[src/rtl/axi_bram_pkg.sv]
// axi_bram_pkg: response codes and controller states shared by the AXI4-Lite BRAM controller.
package axi_bram_pkg;
  typedef enum logic [1:0] {
    RESP_OKAY   = 2'b00,
    RESP_SLVERR = 2'b10
  } resp_t;
  typedef enum logic [2:0] {
    IDLE,
    WR_RESP,
    RD_WAIT,
    RD_CAP,
    RD_RESP
  } ctrl_state_t;
endpackage

[src/rtl/axi_lite_bram_ctrl.sv]
// axi_lite_bram_ctrl: AXI4-Lite slave driving a native single-port BRAM, one transaction at a time.
module axi_lite_bram_ctrl
  import axi_bram_pkg::*;
#(
  parameter int MEM_DATA_WIDTH  = 32,
  parameter int BRAM_ADDR_WIDTH = 11,
  parameter int AXI_ADDR_WIDTH  = 32,
  parameter int READ_ONLY       = 0
) (
  input  logic                        clka,
  input  logic                        rsta,
  input  logic [AXI_ADDR_WIDTH-1:0]   s_awaddr,
  input  logic                        s_awvalid,
  output logic                        s_awready,
  input  logic [MEM_DATA_WIDTH-1:0]   s_wdata,
  input  logic [MEM_DATA_WIDTH/8-1:0] s_wstrb,
  input  logic                        s_wvalid,
  output logic                        s_wready,
  output logic [1:0]                  s_bresp,
  output logic                        s_bvalid,
  input  logic                        s_bready,
  input  logic [AXI_ADDR_WIDTH-1:0]   s_araddr,
  input  logic                        s_arvalid,
  output logic                        s_arready,
  output logic [MEM_DATA_WIDTH-1:0]   s_rdata,
  output logic [1:0]                  s_rresp,
  output logic                        s_rvalid,
  input  logic                        s_rready,
  output logic [BRAM_ADDR_WIDTH-1:0]  addra,
  output logic                        ena,
  output logic [MEM_DATA_WIDTH/8-1:0] wea,
  output logic [MEM_DATA_WIDTH-1:0]   dina,
  input  logic [MEM_DATA_WIDTH-1:0]   douta
);
  ctrl_state_t state, state_d;
  logic last_wr, idle_free, wr_elig, grant_wr, grant_rd, hs_wr, hs_rd;
  logic addr_unused;
  assign addr_unused = ^{s_awaddr[AXI_ADDR_WIDTH-1:BRAM_ADDR_WIDTH], s_araddr[AXI_ADDR_WIDTH-1:BRAM_ADDR_WIDTH]};
  // Grants are only issued while no ready is pending; the handshake lands in the following cycle.
  always_comb begin
    idle_free = state == IDLE && !s_awready && !s_arready;
    wr_elig   = s_awvalid && s_wvalid;
    grant_wr  = idle_free && wr_elig && (!s_arvalid || !last_wr);
    grant_rd  = idle_free && s_arvalid && (!wr_elig || last_wr);
    hs_wr     = state == IDLE && s_awready && wr_elig;
    hs_rd     = state == IDLE && s_arready && s_arvalid;
    state_d   = state;
    case (state)
      IDLE:    state_d = hs_wr ? WR_RESP : hs_rd ? RD_WAIT : IDLE;
      WR_RESP: state_d = s_bready ? IDLE : WR_RESP;
      RD_WAIT: state_d = RD_CAP;
      RD_CAP:  state_d = RD_RESP;
      RD_RESP: state_d = s_rready ? IDLE : RD_RESP;
      default: state_d = IDLE;
    endcase
  end
  always_ff @(posedge clka) begin
    if (rsta) begin
      state <= IDLE;
      last_wr <= 1'b1;
      {s_awready, s_wready, s_arready, s_bvalid, s_rvalid, ena} <= '0;
      {s_bresp, s_rresp} <= '0;
      addra <= '0;
      wea <= '0;
      dina <= '0;
      s_rdata <= '0;
    end else begin
      state <= state_d;
      s_awready <= grant_wr;
      s_wready <= grant_wr;
      s_arready <= grant_rd;
      if (grant_wr || grant_rd) last_wr <= grant_wr;
      ena <= hs_wr || hs_rd;
      wea <= hs_wr && READ_ONLY == 0 ? s_wstrb : '0;
      if (hs_wr) begin
        addra <= s_awaddr[BRAM_ADDR_WIDTH-1:0];
        dina <= s_wdata;
        s_bvalid <= 1'b1;
        s_bresp <= READ_ONLY != 0 ? RESP_SLVERR : RESP_OKAY;
      end
      if (hs_rd) addra <= s_araddr[BRAM_ADDR_WIDTH-1:0];
      if (state == WR_RESP && s_bready) s_bvalid <= 1'b0;
      if (state == RD_CAP) begin
        s_rdata <= douta;
        s_rvalid <= 1'b1;
        s_rresp <= RESP_OKAY;
      end
      if (state == RD_RESP && s_rready) s_rvalid <= 1'b0;
    end
  end
endmodule

[config.mk]
export PLATFORM = sky130hd
export DESIGN_NAME = axi_lite_bram_ctrl
export DESIGN_NICKNAME = d
export VERILOG_FILES = /design/src/rtl/axi_bram_pkg.sv /design/src/rtl/axi_lite_bram_ctrl.sv
export SDC_FILE = /design/constraint.sdc
export NUM_CORES = 1
export LEC_CHECK = 0
export ABC_AREA = 1
export CORE_MARGIN = 8
export CORE_UTILIZATION = 32
export DETAILED_ROUTE_END_ITERATION = 10
export MAX_ROUTING_LAYER = met4
export PLACE_DENSITY = 0.76
export SLEW_MARGIN = 5
export SYNTH_ARGS = -nofsm -noshare
export SYNTH_HDL_FRONTEND = slang
export SYNTH_SLANG_ARGS = --single-unit
[constraint.sdc]
create_clock -name clka -period 1.15 [get_ports clka]
set_input_delay 0.23 -clock clka [delete_from_list [all_inputs] [get_ports clka]]
set_output_delay 0.23 -clock clka [all_outputs]
set_load 0.005 [all_outputs]
==> reports/metrics.yaml, run 1 <==
placed_design:
  dpl_worst_slack_ps: -511
  io_buffers: 181
  dp_hpwl_microns: 8700
  gp_congestion: 0.795
grt:
  grt-ovfl-total: 0
  gr-usage-met3_pct: 5.40
  grt_pass1_vias: 3851
  grt_pass1_wl_microns: 19100
  grt.busiest_layer: "met2"
  grt_use_met1_pct: 18.4
  track_usage_pct: 16.6
  use_met2_pct: 28.6
  grt_max_degree: 37
  antenna_found_initial: 0
worst_setup_path:
  crit_fanout: 7
  ff2ff_path_depth: 6
  end_kind: "register"
  startpoint_type: "register"
  cp_data_required_time_ps: 1430
  arrival_ps: 1500
  reg2reg_slack_ps: -70
  timing.rr.end: "dina[22]"
  r2r-start: "s_wready"
  criticalPathCategory: "register to register"
synthesis:
  ys_top_cells_by_area: "dfxtp_1 (51%), nor2_1 (19%), o21ai_0 (8.7%), inv_1 (3.6%), buf_4 (2.8%)"
  avgSynthCellArea_sq_um: 7.41
  synthMuxAreaShare_pct: 0
  ys_seq_area_share_pct: 50.9
  yosys.area_share.simple_pct: 27.1
  synth_cells: 467
  ys_ff_latch: 88
  synth_top_area_cell: "dfxtp_1"
  yosysWarnings: 0
  synth_compound_area_share_pct: 12.3
  synthAdderAreaFrac_pct: 0
  synth_top_area_share_pct: 50.9
  netlist_area_sq_um: 3460
  synth_top_family_by_area: "simple AND/OR/NAND/NOR gates"
  ys_types: 24
  synth_xor_area_share_pct: 0
timing:
  timing.final.ws_setup_ps: -65.6
  fmaxAchievable_mhz: 823
  clock_skew_ps: 8.17
  setup_tns_ps: -2190
  rsz0062_at_grt: "yes"
  period_needed_ps: 1220
  drv_slew: 0
  post-route-period-util_pct: 106
  final_hold_viol_count: 0
  setup_viol: 82
run_status:
  status: "complete, but fails checks"
  violations: "negative setup slack"
final_layout:
  drive_above_1_share_pct: 37.4
  nFillCells: 1052
  multi_input_area_sq_um: 1470
  layout_common_cells: "nor2_1 (163), clkdlybuf4s50_1 (96), dfxtp_2 (79)"
  layout_commonest_cell: "nor2_1"
  register_area_sq_um: 1870
  final_nets: 805
  area_growth_pct: 64.4
  antennaDiodeCount: 0
floorplanning:
  die_h_microns: 120
  design.die.area_sq_um: 14400
  die_x_microns: 120
  initial_core_util_pct: 32.3
  core_sq_um: 10700
  rows: 38
  pin_count: 228
min_path:
  hold_start: "s_wstrb[3]"
  min_to: "wea[3]"
  hp-class: "input port to register"
  hold_depth: 3
cts:
  numCtsBuffers: 9
  clock_path_buffers: 2
  cts.sinks: 88
  cts_tree: "yes"
  h-tree-depth: 3
  worstSkewPairLatency_ps: 350
  clockRootBuffer: "clkbuf_8"
  cts.hold.buffers_added: 0
  cts.reportedPaths.clkPinSlew_ps: 90
routing:
  ant_nets: 0
  vias: 3715
  drtPass1Iterations: 4
  viasPerCell: 4.58
  wl_microns: 11900
  wl_per_cell_microns: 14.7
  drt-initial-drc-count: 343
  drc: 0
power_and_ir_drop:
  p_leak_nw: 2.76
  vdd_drop_max_mv: 0.578
  power.density_nw_per_um2: 1160
run:
  max_cap_violations: 0
## where the power goes
part	switching (mW)	leakage [nW]	internal (mW)
Combinational	0.327	1.89	0.484
Clock	1.20	0.122	1.47
Sequential	0.0329	0.752	3.10
## synth_stat cells
cell type,instances
nor2_1,171
dfxtp_1,88
o21ai_0,60
inv_1,33
a21oi_1,16
nand2_1,16
nand3_1,14
buf_2,13
buf_4,13
nand4_1,11
clkbuf_1,7
o21ai_1,7
inv_2,4
nor3_1,3
nor2_2,2
a21oi_2,1
and3_1,1
buf_1,1
conb_1,1
nand2_4,1
nand3_2,1
nor2_8,1
nor3_4,1
or2_2,1
## what timing repair did
item / 4_1_cts / 5_1_grt
resized for setup: 348 / 111
setup buffers: 7 / 4
pin swaps: 13 / 11
cloned: 1 / 1
endpoints found under the setup margin: 170 / 154
## worst max-delay path: stages, from the launching register on
cell and delay, ps:
dfxtp_4 370, buf_6 100, nand3_4 110, nor2_8 210, buf_6 180, o21ai_0 80, nor2_1 100
## flip-flops by register name, indices dropped and copies added (netlist names), 3 cells and up
signal,count
addra,11
dina,32
s_rdata,32
state,3
wea,4
## per-stage QoR
stage               cells  utilization [%]  total power [mW]  hold slack, ps  cell area (sq um)
floorplan             470                -              3.46             319               3480
global placement      782             51.3              3.97             481               5490
detailed placement    782             51.3              3.98             488               5490
CTS                   806             55.3              6.66             387               5920
global route          811             53.2              6.90             393               5690
finish                811             53.2              6.62             399               5690
## how the worst max path moves through the flow
stage                     endpoint  startpoint  slack [ps]  cells after the start
after floorplan           addra[0]    s_wready           5                      6
after global placement    dina[17]   s_awvalid        -450                      6
after detailed placement  dina[24]   s_awvalid        -510                      6
after CTS                 addra[4]    s_wready         -70                      7
after global routing      addra[5]    s_wready        -170                      7
final                     dina[22]    s_wready         -70                      6
## cell type report
cell class | count | share of cell area, %
well taps | 140 | 3.08
multi-input cells | 311 | 25.9
clock buffers | 9 | 2.18
flip-flops and latches | 88 | 32.8
inverters | 37 | 2.71
repair buffers | 219 | 31.1
clock inverters | 7 | 2.22
## cell families (layout without fill, tap and decap cells)
kind of cell,Yosys count,count (layout)
AOI/OAI and AO/OA,84,84
DFF,88,88
and+or+nand+nor,223,223
other,1,4
buffers and inverters,71,272
## routing by layer
layer	vias to the layer above	part of all wire [%]
met3	9	7.5
met2	126	50
li1	1859	-
met5	-	0
met4	0	0.91
met1	1721	41
Note: power is estimated with default switching activity, not from simulation.
==> run 2, diff against run 1 <==
- CAP_MARGIN: unset -> 10
==> results of run 2 <==
Final layout, timing and power as in run 1 (identical DEF).
